### src/rtl/sram_bank_arbiter_if.sv
// Downstream SRAM bank port: one request channel (valid/ready) and an
// in-order response channel (valid only, no backpressure).
//   master : driven by the arbiter (issues requests, consumes responses)
//   slave  : driven by the bank/memory side
//   mem_req_valid/ready/we/bank/addr/wdata - request handshake and payload
//   mem_resp_valid/mem_resp_rdata          - in-order response
interface sram_bank_arbiter_if #(
  parameter int unsigned BW         = 2,
  parameter int unsigned ADDR_WIDTH = 10,
  parameter int unsigned DATA_WIDTH = 32
);
  logic                  mem_req_valid;
  logic                  mem_req_ready;
  logic                  mem_req_we;
  logic [BW-1:0]         mem_req_bank;
  logic [ADDR_WIDTH-1:0] mem_req_addr;
  logic [DATA_WIDTH-1:0] mem_req_wdata;
  logic                  mem_resp_valid;
  logic [DATA_WIDTH-1:0] mem_resp_rdata;

  modport master (
    output mem_req_valid, mem_req_we, mem_req_bank, mem_req_addr, mem_req_wdata,
    input  mem_req_ready, mem_resp_valid, mem_resp_rdata
  );

  modport slave (
    input  mem_req_valid, mem_req_we, mem_req_bank, mem_req_addr, mem_req_wdata,
    output mem_req_ready, mem_resp_valid, mem_resp_rdata
  );
endinterface

### src/rtl/sram_bank_arbiter.sv
// Round-robin arbiter from NUM_REQ requesters onto one downstream SRAM bank
// port, with a tag FIFO routing in-order responses back to their owner.
// Ports:
//   clk, rst        - rising-edge clock, synchronous active-high reset
//   rq_valid/ready  - per-requester handshake (rq_ready one-hot or zero)
//   rq_we/bank/addr/wdata - packed per-requester payload, slice i = requester i
//   rs_valid        - one-hot response strobe to the owning requester
//   rs_rdata        - response data broadcast to all requesters
//   mem             - downstream bank port (sram_bank_arbiter_if.master)
//   err_unexp_resp  - sticky: response arrived with no tag outstanding
//   perf_stall_cnt  - saturating stall-cycle counter, present only when
//                     SRAM_ARB_PERF_CNT_EN is defined
module sram_bank_arbiter #(
  parameter int unsigned NUM_REQ    = 4,
  parameter int unsigned NUM_BANKS  = 4,
  parameter int unsigned ADDR_WIDTH = 10,
  parameter int unsigned DATA_WIDTH = 32,
  parameter int unsigned MAX_OUT    = 4,
  localparam int unsigned BW        = (NUM_BANKS > 1) ? $clog2(NUM_BANKS) : 1
) (
  input  logic                             clk,
  input  logic                             rst,
  input  logic [NUM_REQ-1:0]               rq_valid,
  output logic [NUM_REQ-1:0]               rq_ready,
  input  logic [NUM_REQ-1:0]               rq_we,
  input  logic [NUM_REQ*BW-1:0]            rq_bank,
  input  logic [NUM_REQ*ADDR_WIDTH-1:0]    rq_addr,
  input  logic [NUM_REQ*DATA_WIDTH-1:0]    rq_wdata,
  output logic [NUM_REQ-1:0]               rs_valid,
  output logic [DATA_WIDTH-1:0]            rs_rdata,
  sram_bank_arbiter_if.master              mem,
  output logic                             err_unexp_resp
`ifdef SRAM_ARB_PERF_CNT_EN
  ,
  output logic [31:0]                      perf_stall_cnt
`endif
);

  localparam int unsigned IDW = $clog2(NUM_REQ);
  localparam int unsigned PW  = (MAX_OUT > 1) ? $clog2(MAX_OUT) : 1;
  localparam int unsigned CW  = $clog2(MAX_OUT + 1);

  typedef enum logic {
    ST_ARB  = 1'b0,
    ST_HOLD = 1'b1
  } state_t;

  state_t         state;
  logic [IDW-1:0] last_grant;
  logic [IDW-1:0] hold_sel;
  logic [IDW-1:0] rr_sel;
  logic           rr_found;
  int unsigned    rr_idx;
  logic [IDW-1:0] cur_sel;

  logic [IDW-1:0] tag_mem [MAX_OUT];
  logic [PW-1:0]  wr_ptr;
  logic [PW-1:0]  rd_ptr;
  logic [CW-1:0]  count;

  logic           req_pending;
  logic           fifo_full;
  logic           pop;
  logic           issue;
  logic           hs;

  function automatic logic [PW-1:0] next_ptr(input logic [PW-1:0] p);
    return (p == PW'(MAX_OUT - 1)) ? '0 : p + PW'(1);
  endfunction

  // Round-robin search starting one past the last granted requester.
  always_comb begin
    rr_sel   = last_grant;
    rr_found = 1'b0;
    rr_idx   = 0;
    for (int unsigned k = 1; k <= NUM_REQ; k++) begin
      rr_idx = (32'(last_grant) + k) % NUM_REQ;
      if (!rr_found && rq_valid[IDW'(rr_idx)]) begin
        rr_found = 1'b1;
        rr_sel   = IDW'(rr_idx);
      end
    end
  end

  // In HOLD the latched grant is presented without re-arbitration.
  assign cur_sel     = (state == ST_HOLD) ? hold_sel : rr_sel;
  assign req_pending = (state == ST_HOLD) || rr_found;
  assign fifo_full   = (count == CW'(MAX_OUT));
  // A response with nothing outstanding is an error, never a pop.
  assign pop         = !rst && mem.mem_resp_valid && (count != '0);
  // A same-cycle pop frees a slot, so a full FIFO may still issue.
  assign issue       = !rst && req_pending && (!fifo_full || pop);
  assign hs          = issue && mem.mem_req_ready;

  // Zero-latency request pass-through and response routing.
  always_comb begin
    mem.mem_req_valid = issue;
    mem.mem_req_we    = rq_we[cur_sel];
    mem.mem_req_bank  = rq_bank[32'(cur_sel)*BW +: BW];
    mem.mem_req_addr  = rq_addr[32'(cur_sel)*ADDR_WIDTH +: ADDR_WIDTH];
    mem.mem_req_wdata = rq_wdata[32'(cur_sel)*DATA_WIDTH +: DATA_WIDTH];
    rq_ready          = '0;
    if (hs) begin
      rq_ready[cur_sel] = 1'b1;
    end
    rs_valid          = '0;
    if (pop) begin
      rs_valid[tag_mem[rd_ptr]] = 1'b1;
    end
    rs_rdata          = mem.mem_resp_rdata;
  end

  // Grant FSM, round-robin pointer, FIFO bookkeeping and error flag.
  always_ff @(posedge clk) begin
    if (rst) begin
      state          <= ST_ARB;
      hold_sel       <= '0;
      last_grant     <= IDW'(NUM_REQ - 1);
      wr_ptr         <= '0;
      rd_ptr         <= '0;
      count          <= '0;
      err_unexp_resp <= 1'b0;
    end else begin
      case (state)
        ST_ARB: begin
          if (issue && !mem.mem_req_ready) begin
            state    <= ST_HOLD;
            hold_sel <= rr_sel;
          end
        end
        ST_HOLD: begin
          if (hs) begin
            state <= ST_ARB;
          end
        end
        default: state <= ST_ARB;
      endcase

      if (hs) begin
        last_grant <= cur_sel;
        wr_ptr     <= next_ptr(wr_ptr);
      end
      if (pop) begin
        rd_ptr <= next_ptr(rd_ptr);
      end
      if (hs && !pop) begin
        count <= count + CW'(1);
      end else if (!hs && pop) begin
        count <= count - CW'(1);
      end

      if (mem.mem_resp_valid && (count == '0)) begin
        err_unexp_resp <= 1'b1;
      end
    end
  end

  // Tag storage needs no reset: entries are only read when counted valid.
  always_ff @(posedge clk) begin
    if (hs) begin
      tag_mem[wr_ptr] <= cur_sel;
    end
  end

`ifdef SRAM_ARB_PERF_CNT_EN
  // Cycles with a request waiting but no handshake, saturating.
  always_ff @(posedge clk) begin
    if (rst) begin
      perf_stall_cnt <= '0;
    end else if ((|rq_valid) && !hs && (perf_stall_cnt != '1)) begin
      perf_stall_cnt <= perf_stall_cnt + 32'd1;
    end
  end
`endif

endmodule

### src/flat_wrapper.sv
// flat-port wrapper written by rule: the top's interface ports become plain ports
module sram_bank_arbiter_flat 
#(
  parameter int unsigned NUM_REQ    = 4,
  parameter int unsigned NUM_BANKS  = 4,
  parameter int unsigned ADDR_WIDTH = 10,
  parameter int unsigned DATA_WIDTH = 32,
  parameter int unsigned MAX_OUT    = 4,
  localparam int unsigned BW        = (NUM_BANKS > 1) ? $clog2(NUM_BANKS) : 1
)
  (clk, rst, rq_valid, rq_ready, rq_we, rq_bank, rq_addr, rq_wdata, rs_valid, rs_rdata, err_unexp_resp, mem_mem_req_valid, mem_mem_req_we, mem_mem_req_bank, mem_mem_req_addr, mem_mem_req_wdata, mem_mem_req_ready, mem_mem_resp_valid, mem_mem_resp_rdata);
  sram_bank_arbiter_if #(.BW((2)), .ADDR_WIDTH(ADDR_WIDTH), .DATA_WIDTH(DATA_WIDTH)) mem_i ();
  input  logic clk;
  input  logic rst;
  input  logic [NUM_REQ-1:0] rq_valid;
  output logic [NUM_REQ-1:0] rq_ready;
  input  logic [NUM_REQ-1:0] rq_we;
  input  logic [NUM_REQ*BW-1:0] rq_bank;
  input  logic [NUM_REQ*ADDR_WIDTH-1:0] rq_addr;
  input  logic [NUM_REQ*DATA_WIDTH-1:0] rq_wdata;
  output logic [NUM_REQ-1:0] rs_valid;
  output logic [DATA_WIDTH-1:0] rs_rdata;
  output logic err_unexp_resp;
  output wire logic [$bits(mem_i.mem_req_valid)-1:0] mem_mem_req_valid;
  output wire logic [$bits(mem_i.mem_req_we)-1:0] mem_mem_req_we;
  output wire logic [$bits(mem_i.mem_req_bank)-1:0] mem_mem_req_bank;
  output wire logic [$bits(mem_i.mem_req_addr)-1:0] mem_mem_req_addr;
  output wire logic [$bits(mem_i.mem_req_wdata)-1:0] mem_mem_req_wdata;
  input wire logic [$bits(mem_i.mem_req_ready)-1:0] mem_mem_req_ready;
  input wire logic [$bits(mem_i.mem_resp_valid)-1:0] mem_mem_resp_valid;
  input wire logic [$bits(mem_i.mem_resp_rdata)-1:0] mem_mem_resp_rdata;
  assign mem_mem_req_valid = mem_i.mem_req_valid;
  assign mem_mem_req_we = mem_i.mem_req_we;
  assign mem_mem_req_bank = mem_i.mem_req_bank;
  assign mem_mem_req_addr = mem_i.mem_req_addr;
  assign mem_mem_req_wdata = mem_i.mem_req_wdata;
  assign mem_i.mem_req_ready = mem_mem_req_ready;
  assign mem_i.mem_resp_valid = mem_mem_resp_valid;
  assign mem_i.mem_resp_rdata = mem_mem_resp_rdata;
  sram_bank_arbiter #(.NUM_REQ(NUM_REQ), .NUM_BANKS(NUM_BANKS), .ADDR_WIDTH(ADDR_WIDTH), .DATA_WIDTH(DATA_WIDTH), .MAX_OUT(MAX_OUT)) u_core (.clk(clk), .rst(rst), .rq_valid(rq_valid), .rq_ready(rq_ready), .rq_we(rq_we), .rq_bank(rq_bank), .rq_addr(rq_addr), .rq_wdata(rq_wdata), .rs_valid(rs_valid), .rs_rdata(rs_rdata), .mem(mem_i), .err_unexp_resp(err_unexp_resp));
endmodule
### config.mk
export PLATFORM = sky130hd
export DESIGN_NAME = sram_bank_arbiter_flat
export DESIGN_NICKNAME = d
export VERILOG_FILES = /design/src/rtl/sram_bank_arbiter_if.sv /design/src/rtl/sram_bank_arbiter.sv /design/src/flat_wrapper.sv
export SDC_FILE = /design/constraint.sdc
export NUM_CORES = 1
export LEC_CHECK = 0
export BUFFER_PORTS_ARGS = -buffer_cell sky130_fd_sc_hd__buf_2
export CAP_MARGIN = 0
export CORE_AREA = 4 4 118 120
export CTS_BUF_LIST = sky130_fd_sc_hd__clkbuf_4
export DETAILED_ROUTE_END_ITERATION = 7
export DIE_AREA = 0 0 122 124
export GPL_TIMING_DRIVEN = 1
export SLEW_MARGIN = 20
export SYNTH_ARGS = -nofsm -noshare
export SYNTH_HDL_FRONTEND = slang
export SYNTH_SLANG_ARGS = --single-unit
### constraint.sdc
create_clock -name clk -period 6.1 [get_ports clk]
set_input_delay 0.305 -clock clk [delete_from_list [all_inputs] [get_ports clk]]
set_output_delay 0.305 -clock clk [all_outputs]
set_load 0.005 [all_outputs]
Yosys cells after proc, flatten, opt, wreduce, memory -nomap -nowiden. Memory sizes are Yosys's and may differ from the RTL's. A register that Yosys moved wholly into a read port is not among the register bits. Index checks and enable logic that the tools add are counted.

Eq/ne operators: 3. Add/sub/neg operators: 8. Shifts and indexed selects: 3. Multipliers: 1. Muxes and demuxes: 36. Bitwise logic cells: 1. Order comparisons: 8. Reductions and logical operators: 28.

Operators by type and width (count): $shiftx A128 B8 Y32 (1); $shiftx A40 B7 Y10 (1); $lt A2 B3 Y1 const B (6); $mux W2 (9); $mux W1 (15); $logic_and A1 B1 Y1 (14); $bmux W1 S2 (5); $add A2 B1 Y2 const B (4); $logic_not A1 Y1 (8); $mux W4 (2); $shiftx A8 B4 Y2 (1); $mux W3 (2); $mul A2 B3 Y5 const B (1); $add A2 B2 Y2 const B (2); $demux W1 S2 (2); $eq A2 B2 Y1 const B (2); $ge A2 B1 Y1 const B (2); $add A3 B1 Y3 const B (1); $eq A3 B3 Y1 const B (1); $logic_not A3 Y1 (1); $reduce_bool A3 Y1 (1); $sub A3 B1 Y3 const B (1); $logic_or A1 B1 Y1 (2); $pmux W1 S2 (1); 3 further kinds (3).

Output and inout port bits: 87. Input bits: 220. Bits in writable memories: 8. Word-level logic and storage cells: 96. Register bits after elaboration: 13. Memories: 1.

Memories: u_core.tag_mem (depth 4, bits a word 2, rd ports 1, clocked after memory_dff 1, write ports 1, line sram_bank_arbiter.sv:56) `logic [IDW-1:0] tag_mem [MAX_OUT];`.

Longest topological paths before layout. Gate-level depths: netlist of run 1.

Word-level depth: 21. Depth in mapped cells: 11. Depth with buffers taken out: 10.

Worst setup path before layout of run 1. No wires, ideal clock.

Kind: flip-flop to flip-flop. Start: register u_core.count[0]. End: register u_core.count[2]. Arrival time: 2207 ps. Cell stages (with the launch flop): 12. Path buffers: 1. Data required time: 6029 ps. Period minus slack after synthesis: 2277 ps. Slack: 3823 ps. Library setup time: 71 ps. Cell sequence: dfxtp_1 > or4b_1 > nand2_1 > or2_1 > buf_4 > inv_2 > ha_1 > inv_1 > fa_1 > xor2_1 > or3_1 > a21oi_1.

Word-level cells in the longest chain between the ends: 8. Elaborated cells on any way between the ends: 16. Those cells by class: add/sub (2); eq/ne (1); mux (2); reduce/logical (11).

Ends and longest elaborated chain: start: declaration (line sram_bank_arbiter.sv:59) `logic [CW-1:0] count;`; start signal: assignment (line sram_bank_arbiter.sv:147) `count <= count + CW'(1);`; start signal: assignment (line sram_bank_arbiter.sv:149) `count <= count - CW'(1);`; $eq A3 B3 Y1 or $reduce_bool A3 Y1 (tied branches) (line sram_bank_arbiter.sv:88, sram_bank_arbiter.sv:90); $logic_not A1 Y1 or $logic_and A1 B1 Y1 (tied branches) (line sram_bank_arbiter.sv:92, sram_bank_arbiter.sv:90); $logic_or A1 B1 Y1 (*) (line sram_bank_arbiter.sv:92) `assign issue = !rst && req_pending && (!fifo_full || pop);`; $logic_and A1 B1 Y1 (*) (line sram_bank_arbiter.sv:92); $logic_and A1 B1 Y1 (*) (line sram_bank_arbiter.sv:93) `assign hs = issue && mem.mem_req_ready;`; via u_core.hs (line sram_bank_arbiter.sv:65) `logic hs;`; $logic_not A1 Y1 (line sram_bank_arbiter.sv:148) `end else if (!hs && pop) begin`; $logic_and A1 B1 Y1 (line sram_bank_arbiter.sv:148); $reduce_bool A2 Y1 (no source line).

The timed path passes the listed nets; every way through them passes the cells marked *. The select of a mux whose other input is x is not followed. A chain may end at the register's enable or synchronous reset.

Worst setup path in the final report of run 1.
Start: register u_core.last_grant[0]. End: output port mem_mem_req_wdata[29].

Word-level cells in the longest chain between the ends: 15. Elaborated cells on any way between the ends: 27. Those cells by class: add/sub (4); shift (1); mux (16); reduce/logical (6).

Ends and longest elaborated chain: start: declaration (line sram_bank_arbiter.sv:49) `logic [IDW-1:0] last_grant;`; start signal: assignment (line sram_bank_arbiter.sv:118) `last_grant <= IDW'(NUM_REQ - 1);`; start signal: assignment (line sram_bank_arbiter.sv:140) `last_grant <= cur_sel;`; $add A2 B1 Y2 (line sram_bank_arbiter.sv:77) `rr_idx = (32'(last_grant) + k) % NUM_REQ;`; $bmux W1 S2 (line sram_bank_arbiter.sv:78) `if (!rr_found && rq_valid[IDW'(rr_idx)]) begin`; $mux W1 (implied by the code) (line sram_bank_arbiter.sv:78); $mux W1 (line sram_bank_arbiter.sv:78); $logic_not A1 Y1 (line sram_bank_arbiter.sv:78); $logic_and A1 B1 Y1 (line sram_bank_arbiter.sv:78); $mux W1 (line sram_bank_arbiter.sv:78); $logic_not A1 Y1 (line sram_bank_arbiter.sv:78); $logic_and A1 B1 Y1 (line sram_bank_arbiter.sv:78); $mux W1 (line sram_bank_arbiter.sv:78); $logic_not A1 Y1 (line sram_bank_arbiter.sv:78); $logic_and A1 B1 Y1 (line sram_bank_arbiter.sv:78); $mux W2 (*) (line sram_bank_arbiter.sv:78); $mux W2 (*) (line sram_bank_arbiter.sv:86) `assign cur_sel = (state == ST_HOLD) ? hold_sel : rr_sel;`; $shiftx A128 B8 Y32 (*) (line sram_bank_arbiter.sv:101) `mem.mem_req_wdata = rq_wdata[32'(cur_sel)*DATA_WIDTH +: DATA_WIDTH];`; end: declaration (line flat_wrapper.sv:28) `output wire logic [$bits(mem_i.mem_req_wdata)-1:0] mem_mem_req_wdata;`.

Mark *: on every way between the ends. The rest lies on a longest branch, timed or not. The select of a mux whose other input is x is not followed.

==> results.json, run 1 <==
{
  "status": "completed",
  "cts_resized": 0,
  "dr.max_layer_used": "met4",
  "setup_viol": 0,
  "tightest_slew_ns": 0.901,
  "final_cells": 668,
  "multi_input_area_um2": 1930,
  "tns_ns": 0,
  "synth-edff-count": 8,
  "antenna_found_initial": 0,
  "dieWidth_um": 122,
  "dp_cells": 664,
  "clock_sinks": 23,
  "wl_per_cell_um": 15.8,
  "cts_inserted_buffers": 3,
  "drive_above_1_share": 0.518,
  "syn2layout_area_growth_pct": 33.6,
  "firstDrtPassIters": 4,
  "clkPwrFrac": 0.096,
  "route.met2.wl_um": 5640,
  "maxSlewHeadroom": 0.399,
  "p_leak_nw": 2.19,
  "cts.reportedPaths.clkPinSlew_ns": 0.13,
  "rows": 42,
  "rsz0062_at_grt": "no",
  "synth_area_um2": 2980,
  "yosysSeqAreaShare": 0.182,
  "startpoint_type": "flip-flop",
  "critical_path_required_ns": 5.79,
  "ios": 307,
  "maxCapViolations": 0,
  "yosysTopAreaCellShare": 0.464,
  "synth.most_common_cell": "mux2i_1",
  "grt_overflow": 0,
  "diodes": 0,
  "ys_ff_latch": 23,
  "coreArea_um2": 13000,
  "grt.total_usage": 0.129,
  "wirelength_um": 10500,
  "post_dp_cell_area_um2": 3940,
  "drcViolationCount": 0,
  "n_fill_cell": 1386,
  "grt_pass1_vias": 2952,
  "die_area_um2": 15100,
  "vias": 2884,
  "post_cts_buffers": 0,
  "wl_met3_um": 636,
  "hold_viol_final": 0,
  "synth_area_per_cell_um2": 10.1,
  "ant_nets": 0,
  "path_class": "reg2out",
  "fin_crit_sh": 0.546,
  "p_sw_mw": 0.294,
  "place_hpwl_um": 9270,
  "critPathArrivalTime_ns": 3.03,
  "combPwrFrac": 0.643,
  "die_h_um": 124,
  "power_density_nw_per_um2": 188,
  "finalInstanceArea_um2": 3970,
  "seqPwrFrac": 0.262,
  "p_int_mw": 0.452,
  "fin_skew_ns": 0.00291,
  "async_flop_share": 0,
  "grt_max_degree": 55,
  "yosysUniqueCellTypes": 40,
  "ys_top_cells_by_count": "mux2i_1, buf_4, dfxtp_1, nor2_1",
  "root_buffer": "clkbuf_4",
  "port_buffers": 242,
  "synthCells": 294,
  "yosysWarningCount": 0,
  "seq_area_um2": 541,
  "yosysTopAreaCell": "mux2i_1",
  "synthFlopType": "dfxtp_1",
  "syn_nets": 521,
  "wl_met1_um": 4120,
  "netlist_top_cells_area": "mux2i_1, dfxtp_1, buf_4",
  "slew_viol_final": 0,
  "critPathCaptureType": "primary output",
  "ir_worst_vdd_mv": 0.0646,
  "nets": 720,
  "fmax_mhz": 300,
  "viasPerCell": 4.32,
  "final_core_util": 0.306,
  "hp-class": "in2reg",
  "clk_latency_ns": 0.31,
  "worstPathMaxFanout": 46,
  "start_util": 0.229,
  "min_period_ns": 3.33,
  "drtIter0Drc": 68,
  "cts_hold_buf": 0,
  "cts_tree": "yes",
  "power.share.switching": 0.394,
  "gp_congestion": 0.870,
  "cts_buffer_depth": 2,
  "h-tree-depth": 1,
  "grt_pass1_wl_um": 15500
}
## path summary, 6_finish.rpt
kind                           endpoint                  start  cells past startpoint  slack [ns]
setup / recovery  mem_mem_req_wdata[29]   u_core.last_grant[0]                      7        2.77
hold / removal                flip-flop      mem_mem_req_ready                      2        0.23
setup reg to reg        u_core.count[2]        u_core.count[0]                     10        3.45
hold reg to reg   u_core.err_unexp_resp  u_core.err_unexp_resp                      2        0.49
## worst max-delay path, stage by stage, from the launching register on
cell and delay [ns]:
dfxtp_1 0.43, nor2b_1 0.08, o21a_1 0.23, o31ai_4 0.66, buf_4 0.70, mux2i_1 0.30, mux2i_1 0.10, buf_2 0.17
## per-layer routing
layer  vias up  global-route usage
met2       125               0.237
met5         -                   0
met3        10              0.0209
li1       1436                   -
met4         0              0.0294
met1      1313               0.157
## per-stage QoR
step	hold slack (ns)	power (mW)	worst slack, ns
final	0.227	0.746	2.77
after global routing	0.214	0.813	2.57
after CTS	0.219	0.757	2.74
after detailed placement	0.462	0.685	3.00
after global placement	0.443	0.672	3.07
after floorplan	0.378	0.567	3.82
## layout by cell type (no fill, tap or decap), types with 3 or more instances in the layout
cell,Yosys,final
buf_2,4,242
mux2i_1,138,138
dfxtp_1,15,15
nor2_1,12,12
a21oi_1,8,8
edfxtp_1,8,8
nand2_1,6,6
nor3_1,6,6
ha_1,6,6
inv_1,4,4
and2_1,4,4
nor2b_1,3,3
and3_1,3,3
a211oi_1,3,3
clkbuf_4,0,3
## kinds of logic (layout without fill, tap and decap cells)
family,Yosys count,count (layout),synth area share
buffers and inverters,56,254,0.169
multiplexers,141,141,0.483
XOR/XNOR,2,2,0.00589
AO/OA/AOI/OAI,21,21,0.0488
adder cells (fa/ha/maj),7,7,0.0320
AND/OR/NAND/NOR,44,44,0.0791
flip-flops,23,23,0.182
## layout make-up
type	instances	share of cell area
Clock inverter	1	0.00189
Clock buffer	3	0.00567
Multi-Input combinational cell	215	0.487
Inverter	6	0.00567
Tap cell	176	0.0554
Sequential cell	23	0.136
Timing Repair Buffer	244	0.309
## power groups by stage
stage	combinational [mW]	sequential, mW	clock, mW
after detailed placement	0.485	0.199	0
after global routing	0.532	0.199	0.0824
after global placement	0.474	0.198	0
after floorplan	0.372	0.195	0
after CTS	0.487	0.196	0.0742
final	0.480	0.195	0.0714
Note: power is estimated with default switching activity, not from simulation.
==> inputs of run 2 (changes only) <==
--- a/config.mk
+++ b/config.mk
@@ -7,10 +7,10 @@
 export LEC_CHECK = 0
 export BUFFER_PORTS_ARGS = -buffer_cell sky130_fd_sc_hd__buf_2
 export CAP_MARGIN = 0
-export CORE_AREA = 4 4 118 120
+export CORE_AREA = 4 4 116 118
 export CTS_BUF_LIST = sky130_fd_sc_hd__clkbuf_4
 export DETAILED_ROUTE_END_ITERATION = 7
-export DIE_AREA = 0 0 122 124
+export DIE_AREA = 0 0 120 122
 export GPL_TIMING_DRIVEN = 1
 export SLEW_MARGIN = 20
 export SYNTH_ARGS = -nofsm -noshare
==> constraint.sdc (replaced) <==
create_clock -name clk -period 2.8 [get_ports clk]
set_input_delay 0.14 -clock clk [delete_from_list [all_inputs] [get_ports clk]]
set_output_delay 0.14 -clock clk [all_outputs]
set_load 0.005 [all_outputs]
==> results.json, run 2 (synthesis results as in run 1) <==
{
  "status": "completed",
  "syn2layout_area_growth_pct": 35.5,
  "cts_tree": "yes",
  "post_cts_buffers": 0,
  "seqPwrFrac": 0.257,
  "dieWidth_um": 120,
  "slowest_delay_ns": 0.46,
  "ir_worst_vdd_mv": 0.139,
  "worstPathMaxFanout": 44,
  "root_buffer": "clkbuf_4",
  "timing.rr.start": "u_core.count[0]",
  "dp_cells": 663,
  "final_common_cell": "buf_2",
  "tightest_slew_ns": 0.430,
  "min_period_ns": 2.62,
  "clkPwrFrac": 0.094,
  "fin_skew_ns": 0.00452,
  "cts_hold_buf": 0,
  "vias": 2900,
  "clock_sinks": 23,
  "maxCapViolations": 0,
  "critical_path_required_ns": 2.66,
  "crit_chain": "nor2b_1 > o21a_1 > o31ai_4 > buf_12 > mux2i_1 > mux2i_1 > buf_2",
  "power_density_nw_per_um2": 412,
  "drtIter0Drc": 69,
  "p_sw_mw": 0.642,
  "grt.total_usage": 0.132,
  "grt_overflow": 0,
  "cts_inserted_buffers": 3,
  "slew_viol_final": 0,
  "setup_viol": 0,
  "fmax_mhz": 382,
  "pre_cts_slack_ns": 0.444,
  "critPathMostFrequentCell": "mux2i_1",
  "nets": 723,
  "fin_crit_sh": 0.935,
  "p_leak_nw": 2.22,
  "die_h_um": 122,
  "rows": 41,
  "reg2reg_depth": 10,
  "p_int_mw": 1.02,
  "critPathArrivalTime_ns": 2.48,
  "gp_congestion": 0.852,
  "start_util": 0.239,
  "finalInstanceArea_um2": 4030,
  "tns_ns": 0,
  "maxSlewHeadroom": 0.705,
  "h-tree-depth": 1,
  "drive_above_1_share": 0.521,
  "final_cells": 668,
  "combPwrFrac": 0.649,
  "multi_input_area_um2": 1930,
  "wl_per_cell_um": 15.9,
  "slowest_stage": "mux2i_1",
  "port_buffers": 242,
  "grt_pass1_vias": 2964,
  "hold_viol_final": 0,
  "cts_resized": 0,
  "cp_num_buf_inv": 2,
  "post_dp_cell_area_um2": 4000,
  "reg2reg_to": "u_core.count[2]",
  "rrSetupSlack_ns": 0.41,
  "cts_buffer_depth": 2,
  "coreArea_um2": 12500,
  "cts.reportedPaths.clkPinSlew_ns": 0.12,
  "critPathCaptureType": "primary output",
  "path_class": "reg2out",
  "die_area_um2": 14600,
  "whs_ns": 0.0568,
  "grt_max_degree": 51,
  "place_hpwl_um": 9350,
  "startpoint_type": "flip-flop",
  "viasPerCell": 4.34,
  "ios": 307,
  "finalWorstSetupSlack_ns": 0.182,
  "drcViolationCount": 0,
  "firstDrtPassIters": 4,
  "hold_depth": 2,
  "rsz0062_at_grt": "no",
  "fin_total_pwr_mw": 1.66,
  "ant_nets": 0,
  "clk_latency_ns": 0.30,
  "power.share.switching": 0.387,
  "n_fill_cell": 1288,
  "final_core_util": 0.323,
  "wirelength_um": 10600,
  "crit_family": "multiplexers",
  "hp-class": "in2reg",
  "seq_area_um2": 541,
  "antenna_found_initial": 1,
  "final_cell_mix": "buf_2, mux2i_1, dfxtp_1, nor2_1",
  "hold_start": "mem_mem_req_ready",
  "grt_pass1_wl_um": 15700
}
[run 2: per-layer routing]
metal,share of wire,GRT usage,vias to the layer above
li1,-,-,1438
met5,0,0,-
met1,0.37,0.158,1319
met4,0.0059,0.0208,0
met2,0.53,0.241,139
met3,0.087,0.0367,4
[run 2: power by group through the flow]
stage | logic [mW] | clock network (mW) | registers [mW]
finish | 1.08 | 0.156 | 0.427
global placement | 1.07 | 0 | 0.431
detailed placement | 1.09 | 0 | 0.435
CTS | 1.09 | 0.163 | 0.428
floorplan | 0.810 | 0 | 0.426
global route | 1.18 | 0.181 | 0.435
[run 2: worst max-delay path by stage]
stage / from / to / slack, ns / depth (start not counted)
finish: u_core.last_grant[0] / mem_mem_req_wdata[29] / 0.18 / 7
global route: u_core.last_grant[0] / mem_mem_req_wdata[29] / 0.08 / 7
CTS: u_core.last_grant[0] / mem_mem_req_wdata[29] / 0.18 / 7
detailed placement: u_core.count[0] / u_core.count[2] / 0.44 / 10
global placement: u_core.count[0] / u_core.count[2] / 0.53 / 10
floorplan: u_core.count[0] / u_core.count[2] / 0.52 / 11
[run 2: area by class of cell]
cell class	instances	area share
Tap cell	172	0.0534
Clock buffer	4	0.00745
Sequential cell	23	0.134
Inverter	6	0.00559
Multi-Input combinational cell	215	0.480
Timing Repair Buffer	247	0.319
Antenna cell	1	0.000621
==> inputs of run 3 (changes only) <==
--- a/config.mk
+++ b/config.mk
@@ -9,9 +9,11 @@
 export CAP_MARGIN = 0
 export CORE_AREA = 4 4 116 118
 export CTS_BUF_LIST = sky130_fd_sc_hd__clkbuf_4
+export CTS_CLUSTER_SIZE = 30
 export DETAILED_ROUTE_END_ITERATION = 7
 export DIE_AREA = 0 0 120 122
 export GPL_TIMING_DRIVEN = 1
+export PLACE_DENSITY = 0.63
 export SLEW_MARGIN = 20
 export SYNTH_ARGS = -nofsm -noshare
 export SYNTH_HDL_FRONTEND = slang
==> results.json, run 3 (synthesis results as in run 1) <==
{
  "maxCapViolations": 0,
  "start_util": 0.239,
  "crit_chain": "nor2b_1 > o21a_1 > o31ai_4 > buf_12 > mux2i_1 > mux2i_1 > buf_2",
  "post_cts_buffers": 0,
  "antenna_found_initial": 4,
  "tns_ns": 0,
  "cts.reportedPaths.clkPinSlew_ns": 0.12,
  "whs_ns": 0.0417,
  "vias": 2928,
  "root_buffer": "clkbuf_4",
  "grt_max_degree": 48,
  "ir_worst_vdd_mv": 0.122,
  "slowest_delay_ns": 0.41,
  "die_h_um": 122,
  "final_cells": 670,
  "setup_viol": 0,
  "dieWidth_um": 120,
  "firstDrtPassIters": 4,
  "syn2layout_area_growth_pct": 35.7,
  "drcViolationCount": 0,
  "path_class": "reg2out",
  "crit_family": "compound AO/OA/AOI/OAI gates",
  "fin_crit_sh": 0.879,
  "critical_path_required_ns": 2.66,
  "drtIter0Drc": 63,
  "maxSlewHeadroom": 0.667,
  "p_leak_nw": 2.22,
  "h-tree-depth": 1,
  "power_density_nw_per_um2": 411,
  "grt_overflow": 0,
  "cts_resized": 0,
  "fin_skew_ns": 0.00483,
  "die_area_um2": 14600,
  "coreArea_um2": 12500,
  "fmax_mhz": 406,
  "port_buffers": 242,
  "clock_sinks": 23,
  "drive_above_1_share": 0.521,
  "nets": 723,
  "finalWorstSetupSlack_ns": 0.338,
  "pre_cts_slack_ns": 0.466,
  "status": "completed",
  "cts_inserted_buffers": 3,
  "cp_num_buf_inv": 2,
  "clk_latency_ns": 0.31,
  "final_cell_mix": "buf_2, mux2i_1, dfxtp_1, nor2_1",
  "ant_nets": 0,
  "slowest_stage": "dfxtp_1",
  "wl_per_cell_um": 15.5,
  "critPathCaptureType": "primary output",
  "startpoint_type": "flip-flop",
  "cts_buffer_depth": 2,
  "tightest_slew_ns": 0.500,
  "cts_tree": "yes",
  "critPathArrivalTime_ns": 2.32,
  "grt_pass1_wl_um": 15400,
  "grt.total_usage": 0.130,
  "grt_pass1_vias": 3130,
  "slew_viol_final": 0,
  "final_common_cell": "buf_2",
  "min_period_ns": 2.46,
  "wirelength_um": 10400,
  "cts_hold_buf": 0,
  "rows": 41,
  "hp-class": "in2reg",
  "viasPerCell": 4.37,
  "final_core_util": 0.324,
  "rsz0062_at_grt": "no",
  "gp_congestion": 0.848,
  "place_hpwl_um": 9210,
  "dp_cells": 663,
  "critPathMostFrequentCell": "mux2i_1",
  "worstPathMaxFanout": 47,
  "hold_viol_final": 0,
  "ios": 307
}
## run 3: power by group
group,internal [mW],switching (mW)
sequential,0.390,0.0355
clock,0.0653,0.0977
combinational,0.562,0.508
## run 3: final cells by class
class	instances	area, um2
antenna	3	7.51
clock buffer	4	30.0
fill	1334	8430
inverter	6	22.5
multi-input combinational	215	1930
sequential	23	541
tap	172	215
timing repair buffer	247	1290
## run 3: worst paths after layout
path / start / end / slack (ns) / depth (start not counted)
worst max-delay path: u_core.last_grant[0] / mem_mem_req_bank[1] / 0.34 / 7
worst min-delay path: mem_mem_req_ready / flip-flop / 0.04 / 2
worst max register to register: u_core.count[0] / u_core.count[2] / 0.44 / 10
worst min register to register: u_core.err_unexp_resp / u_core.err_unexp_resp / 0.49 / 2
## run 3: routing by layer
layer  wire (um)  part of all wire  vias to the layer above  global-route usage
li1            -                 -                     1443                   -
met1        3850              0.37                     1334               0.147
met2        5620              0.54                      133               0.238
met3         755             0.073                       14              0.0385
met4         119             0.011                        4              0.0336
met5          34            0.0033                        -                   0
## run 3: stage by stage
stage	instance area, um2	power, mW
2_1_floorplan	2980	1.24
3_3_place_gp	4000	1.48
3_5_place_dp	4000	1.51
4_1_cts	4030	1.68
5_1_grt	4030	1.79
6_report	4040	1.66
